`config.mk`:
```
export PLATFORM = sky130hd
export DESIGN_NAME = fetch_wb_sequencer
export DESIGN_NICKNAME = d
export VERILOG_FILES = /design/src/rtl/fetch_wb_sequencer.sv
export SDC_FILE = /design/constraint.sdc
export NUM_CORES = 1
export LEC_CHECK = 0
export CAP_MARGIN = 15
export CORE_MARGIN = 5
export CORE_UTILIZATION = 40
export CTS_CLUSTER_DIAMETER = 60
export DETAILED_ROUTE_END_ITERATION = 8
export PLACE_DENSITY = 0.86
export SYNTH_ARGS = -nofsm -noshare
export SYNTH_HDL_FRONTEND = slang
export SYNTH_SLANG_ARGS = --single-unit
```
`constraint.sdc`:
```
create_clock -name clk -period 1.3 [get_ports clk]
set_input_delay 0.26 -clock clk [delete_from_list [all_inputs] [get_ports clk]]
set_output_delay 0.26 -clock clk [all_outputs]
set_load 0.01 [all_outputs]
```
`src/rtl/fetch_wb_sequencer.sv`:
```
// fetch_wb_sequencer: multi-cycle control sequencer for the fetch/register-file datapath.
// Steps each instruction through FETCH, MEMWAIT, DECODE, EXEC and WRITEBACK, owns the PC
// and a retired-instruction counter, and provides run / single-step / halt control.
//
// Ports:
//   clk, reset           rising-edge clock, asynchronous active-low reset
//   run                  level; continuous execution while high
//   step                 run exactly one instruction (honoured only in IDLE)
//   halt_req             stop once the current instruction retires
//   wb_req, wb_dest      register write request and destination, sampled in WRITEBACK
//   branch_taken/target  redirect the PC at WRITEBACK (target forced word-aligned)
//   pc, fetch_addr       architectural PC; instruction-memory address (same value)
//   fetch_en             instruction-memory read strobe (FETCH)
//   ir_load              instruction-register load strobe (DECODE)
//   rg_wrt_en            register-file write enable (WRITEBACK)
//   busy, halted         not-IDLE / IDLE status
//   retired_count        wrapping count of retired instructions
module fetch_wb_sequencer #(
  parameter int unsigned PC_W     = 8,
  parameter int unsigned PC_STEP  = 4,
  parameter int unsigned RESET_PC = 0,
  parameter int unsigned MEM_LAT  = 1   // legal range 1..3
) (
  input  logic            clk,
  input  logic            reset,
  input  logic            run,
  input  logic            step,
  input  logic            halt_req,
  input  logic            wb_req,
  input  logic [4:0]      wb_dest,
  input  logic            branch_taken,
  input  logic [PC_W-1:0] branch_target,
  output logic [PC_W-1:0] pc,
  output logic [PC_W-1:0] fetch_addr,
  output logic            fetch_en,
  output logic            ir_load,
  output logic            rg_wrt_en,
  output logic            busy,
  output logic            halted,
  output logic [15:0]     retired_count
);

  localparam int unsigned CNT_W = 2;
  localparam int unsigned RC_W  = 16;

  typedef enum logic [2:0] {
    IDLE      = 3'd0,
    FETCH     = 3'd1,
    MEMWAIT   = 3'd2,
    DECODE    = 3'd3,
    EXEC      = 3'd4,
    WRITEBACK = 3'd5
  } state_t;

  state_t            state, state_next;
  logic              step_mode, step_mode_next;
  logic              halt_pending, halt_pending_next;
  logic [CNT_W-1:0]  lat_cnt, lat_cnt_next;
  logic              fetch_en_next, ir_load_next, busy_next, halted_next;
  logic              retire;
  logic [PC_W-1:0]   pc_next;
  logic [PC_W-1:0]   branch_aligned;

  // Branch targets are forced onto a word boundary.
  assign branch_aligned = branch_target & ~PC_W'(3);
  assign pc_next        = branch_taken ? branch_aligned : pc + PC_W'(PC_STEP);
  assign fetch_addr     = pc;

  // Next-state and strobe decode.
  always_comb begin
    state_next        = state;
    step_mode_next    = step_mode;
    halt_pending_next = halt_pending;
    lat_cnt_next      = lat_cnt;
    rg_wrt_en         = 1'b0;
    retire            = 1'b0;

    if (state != IDLE && halt_req) halt_pending_next = 1'b1;

    case (state)
      IDLE: begin
        if (run) begin
          state_next     = FETCH;
          step_mode_next = 1'b0;
        end else if (step) begin
          state_next     = FETCH;
          step_mode_next = 1'b1;
        end
      end
      FETCH: begin
        lat_cnt_next = CNT_W'(MEM_LAT - 1);
        state_next   = MEMWAIT;
      end
      MEMWAIT: begin
        if (lat_cnt == '0) state_next = DECODE;
        else               lat_cnt_next = lat_cnt - CNT_W'(1);
      end
      DECODE: state_next = EXEC;
      EXEC:   state_next = WRITEBACK;
      WRITEBACK: begin
        // Write enable must coincide with the WRITEBACK cycle itself, so it is decoded
        // from the live request rather than registered. x0 is never written.
        rg_wrt_en = wb_req && (wb_dest != 5'd0);
        retire    = 1'b1;
        // A halt request arriving in WRITEBACK also stops after this instruction.
        if (run && !halt_pending && !halt_req && !step_mode) state_next = FETCH;
        else                                                 state_next = IDLE;
      end
      default: state_next = IDLE;
    endcase

    if (state_next == IDLE) halt_pending_next = 1'b0;

    // Strobes/status are registered from the next state so they align with it.
    fetch_en_next = (state_next == FETCH);
    ir_load_next  = (state_next == DECODE);
    busy_next     = (state_next != IDLE);
    halted_next   = (state_next == IDLE);
  end

  // State, control flags and registered strobes.
  always_ff @(posedge clk or negedge reset) begin
    if (!reset) begin
      state        <= IDLE;
      step_mode    <= 1'b0;
      halt_pending <= 1'b0;
      lat_cnt      <= '0;
      fetch_en     <= 1'b0;
      ir_load      <= 1'b0;
      busy         <= 1'b0;
      halted       <= 1'b1;
    end else begin
      state        <= state_next;
      step_mode    <= step_mode_next;
      halt_pending <= halt_pending_next;
      lat_cnt      <= lat_cnt_next;
      fetch_en     <= fetch_en_next;
      ir_load      <= ir_load_next;
      busy         <= busy_next;
      halted       <= halted_next;
    end
  end

  // PC and retired counter advance together when an instruction retires.
  always_ff @(posedge clk or negedge reset) begin
    if (!reset) begin
      pc            <= PC_W'(RESET_PC);
      retired_count <= '0;
    end else if (retire) begin
      pc            <= pc_next;
      retired_count <= retired_count + RC_W'(1);
    end
  end

endmodule

```
-- Word level (Yosys, flattened, before mapping)
Cells that the tools add are included.
- flip-flop bits (word level): 35
- input bits: 20
- output and inout bits: 37
- logic and storage cells: 54
- add/sub/neg operators: 3
- equality and inequality tests: 8
- mux-type cells: 14
- reductions and logical operators: 19
- operators with widths (kind ; count):
    one-hot mux 3 bit (6 select lines) ; 1
    adder 16 x 1 -> 16 bit, second input constant ; 1
    == test 3 x 2 -> 1 bit, second input constant ; 3
    two-way mux 3 bit ; 3
    adder 8 x 3 -> 8 bit, second input constant ; 1
    two-way mux 8 bit ; 1
    two-way mux 1 bit ; 7
    == test 3 x 1 -> 1 bit, second input constant ; 2
    == test 3 bit, second input constant ; 2
    zero test 3 bit ; 2
    nonzero test 2 bit ; 3
    nonzero test 3 bit ; 2
    logical AND 1 bit ; 5
    nonzero test 5 bit ; 1
    one-hot mux 2 bit (2 select lines) ; 1
    AND reduction 2 bit ; 2
    zero test 1 bit ; 3
    zero test 2 bit ; 1
    two-way mux 2 bit ; 1
    != test 2 bit, second input constant ; 1
    subtractor 2 x 1 -> 2 bit, second input constant ; 1

-- Logic depth before layout (Yosys ltp)
- depth after elaboration: 8
- mapped depth: 6
- gate-level depth less buffers: 6

-- Worst setup path after synthesis
No wires, ideal clock.
- kind: reg-to-reg
- from: register retired_count[0]
- to: register retired_count[10]
- library setup time: 0.079 ns
- data arrival time: 1.388 ns
- data required time: 1.221 ns
- path slack: -0.167 ns
- cell stages (with the launch flop): 6
- path buffers: 0
- clock period less this slack: 1.467 ns
- cells stage by stage: dfrtp_1 -> ha_1 -> nand4b_1 -> nor3_2 -> and4_1 -> xor2_1
- longest elaborated chain between the ends: 1
- RTL lines (item ; RTL line ; RTL):
    start, declared ; 40 ; output logic [15:0] retired_count
    start signal, assigned ; 151 ; retired_count <= retired_count + RC_W'(1);
    adder 16 x 1 -> 16 bit ; 151 ;
Every way passes these cells.
A chain may end at the register's enable or synchronous reset.

-- Worst setup path in the final report
- from: register retired_count[1]
- to: register retired_count[10]
The elaborated chain is that of the path after synthesis.

==> key figures <==
Status
  • Outcome: finished with violations
  • Violated checks: negative setup slack

Global route
  • GRT Util Overall: 0.167
  • Pin count of the biggest net entering global routing: 34
  • Vias in the first global route: 1,460
  • Gr ovfl total: 0
  • Initial antenna violation count: 0
  • First-pass GRT wire length: 6.99 mm

STA
  • Minimum clock period: 1.61 ns
  • Max Fclk: 622 MHz
  • Fin Clk Skew: 0.00643 ns
  • Final setup viols: 18
  • Setup ws final: -0.307 ns
  • Part of the cycle the worst path needs: 1.24
  • RSZ-0062 raised after global routing: true
  • Final hold vios: 0
  • Slew Viols, Final: 0
  • Sum of negative setup slack: -2.24 ns

Logic synthesis
  • Synth area leaders: dfrtp_1 48%, xnor2_1 6.4%, buf_4 4.5%, nand2_1 4.3%, o21ai_0 4.2%
  • Synth Register Bits: 33
  • Area share of the largest cell type after synthesis: 0.484
  • Synth Flop Type: dfrtp_1
  • Seq/Total Area, Yosys: 0.500
  • Mean Syn Cell Area: 10.0 µm²
  • Mux share of post-synthesis cell area: 0.0129
  • Post-synth ARST share: 1.00
  • Area fraction in compound gates after synthesis: 0.110
  • Warnings, synthesis: 0
  • Share of synthesized cell area in and, or, nand and nor gates: 0.194
  • Syn Std Cell Area: 1650 µm²
  • Post-synth EDFFs: 0
  • Adder-cell share of the synthesized area: 0.0227
  • XOR/XNOR share of the synthesized area: 0.0847
  • Cells after Synth: 165
  • Synth area leader: dfrtp_1
  • Unique masters post-synth: 39
  • Largest family of logic cells by synthesized area: simple AND/OR/NAND/NOR gates

Place
  • Pre-CTS setup slack: -0.770 ns
  • Dpl hpwl: 3.03 mm
  • Placed insts: 280
  • RePlAce Congestion: 0.731
  • PortBufs: 50

Floorplan
  • Die width: 74.3 µm
  • DIE AREA: 5520 µm²
  • Ports: 57
  • Die height: 74.3 µm
  • Num rows: 23
  • Initial Util: 0.414
  • Core footprint: 4000 µm²

Routing
  • Initial DRC count: 110
  • Routed Antenna Nets: 0
  • Post-route DRC violation count: 0
  • Drt via density: 5.19
  • WL per Instance: 16.4 µm
  • Via count: 1,597
  • First drt pass iteration count: 4
  • Routed wire length: 5.05 mm

Worst setup path
  • Crit Path Class: reg2reg
  • Crit start category: flip-flop
  • Critical path required time: 1.49 ns
  • Worst Path Max Fanout: 4
  • Slowest stage delay, CP: 0.39 ns
  • Reg-to-reg slack, setup: -0.31 ns
  • Slowest-stage cell, CP: dfrtp_1
  • Critical Path Sink Type: flip-flop
  • Worst path arrival time: 1.80 ns
  • Crit path cell chain: ha_2 > nand4b_1 > nor3_4 > and4_1 > xor2_1

Power and ir drop
  • Worst VDD drop: 0.741 mV
  • Cell Pwr Density: 1800 nW/µm²
  • Lkg Pwr: 1.36 nW

Clock tree
  • Longest Clk Path Bufs: 2
  • H-tree Lvls: 2
  • Hold Buf Count CTS: 0
  • Total CTS buffers: 5
  • Reg clk slew, reported paths: 0.07 ns
  • CTS tree: done
  • Root Buffer: clkbuf_8
  • Clk sink count: 33
  • Clk_lat worst skew: 0.28 ns

Finish
  • Layout cell share with drive strength beyond 1: 0.357
  • Sequential Area: 831 µm²
  • Fin cells: 308
  • Area of the multi-input gates: 817 µm²
  • Fin nets: 280
  • Area delta synth->final: 63.8%
  • N_diodes: 0
  • Fillers: 285

Worst hold path
  • Hold crit path type: in2async

Job
  • Max-cap viol count: 0
power by group:
group | total, mW | internal (mW) | switching (mW) | leakage [nW]
logic | 2.25 | 1.16 | 1.09 | 0.864
clock network | 1.14 | 0.761 | 0.377 | 0.0681
registers | 1.50 | 1.31 | 0.186 | 0.426
total | 4.88 | 3.23 | 1.65 | 1.36
synth_stat cells (all sizes together) (2+ instances only):
master,number
o21ai,14
clkbuf,4
xnor2,12
xor2,4
a31oi,2
and4,3
nor4,3
nor4b,2
nor2,9
nand3,6
nand3b,2
nand4,3
inv,4
dfrtp,32
nor3,5
a21oi,10
ha,3
nand2,19
buf,12
critical path: cells and delay by family (launching register included):
kind / cells / cell delay (ns)
xor+xnor: 1 / 0.21
fa+ha+maj: 1 / 0.22
simple gates: 3 / 0.70
flops: 1 / 0.39
stage by stage:
step | utilization | hold WS (ns) | instance area (µm²) | total power, mW
floorplan | - | -0.0356 | 1690 | 2.49
global placement | 0.595 | 0.461 | 2380 | 3.43
detailed placement | 0.595 | 0.486 | 2380 | 3.52
CTS | 0.661 | 0.346 | 2650 | 4.84
global route | 0.678 | 0.357 | 2710 | 5.13
finish | 0.678 | 0.344 | 2710 | 4.88
cells by family (layout without fill, tap and decap cells):
family	count (synthesis)	count (layout)
other cells	1	4
xor+xnor	16	16
simple gates	58	58
mux	2	2
fa+ha+maj	3	3
buf+inv	20	110
flops	33	33
compound gates	32	32
sequential cells by signal, summed over array words and instances (netlist names):
name and cells:
busy 1, retired_count 16, fetch_addr 6, ir_load 1
state 3, halt_pending 1, step_mode 1, fetch_en 1
lat_cnt 2, halted 1
cell usage in the layout, fill, tap and decap left out, drive strengths merged, types with 2 or more instances in the layout:
master / n
nor3: 5
clkdlybuf4s50: 14
clkdlybuf4s15: 2
and4: 3
nand4: 3
nor4: 3
xnor2: 12
a31oi: 2
a21oi: 10
nand3b: 2
o21ai: 14
clkbuf: 6
nand2: 19
xor2: 4
buf: 58
nor4b: 2
dlygate4sd2: 23
inv: 4
nor2: 9
ha: 3
dfrtp: 32
bufinv: 2
nand3: 6
conb: 4
per-layer routing:
| layer | vias to the layer above | GRT usage | share of wire |
|---|---|---|---|
| li1 | 748 | - | - |
| met1 | 783 | 0.187 | 0.38 |
| met2 | 51 | 0.310 | 0.55 |
| met3 | 15 | 0.0432 | 0.050 |
| met4 | 0 | 0.0514 | 0.022 |
| met5 | - | 0 | 0 |
area by class of cell:
| class | instances | share of cell area |
|---|---|---|
| clock buffers | 5 | 0.0254 |
| repair buffers | 98 | 0.314 |
| inverters | 4 | 0.00554 |
| well taps | 50 | 0.0231 |
| flip-flops and latches | 33 | 0.307 |
| multi-input cells | 115 | 0.301 |
| clock inverters | 3 | 0.0240 |
path summary, 6_finish.rpt:
path	cells after the start	from	end
worst max-delay path	5	retired_count[1]	retired_count[10]
worst min-delay path	2	reset	fetch_addr[5]
worst max register to register	5	retired_count[1]	retired_count[10]
worst min register to register	1	retired_count[15]	retired_count[15]
max in group asynchronous	2	reset	halted
min in group clk	1	retired_count[15]	retired_count[15]
repair_timing:
| action | in CTS | in global routing |
|---|---|---|
| setup buffers | 16 | 6 |
| gates resized for setup | 90 | 20 |
| pin swaps | 14 | 11 |
| hold endpoints to repair | 0 | 0 |
| endpoints found under the setup margin | 48 | 33 |
No activity file was read; power rests on OpenSTA's default activity.
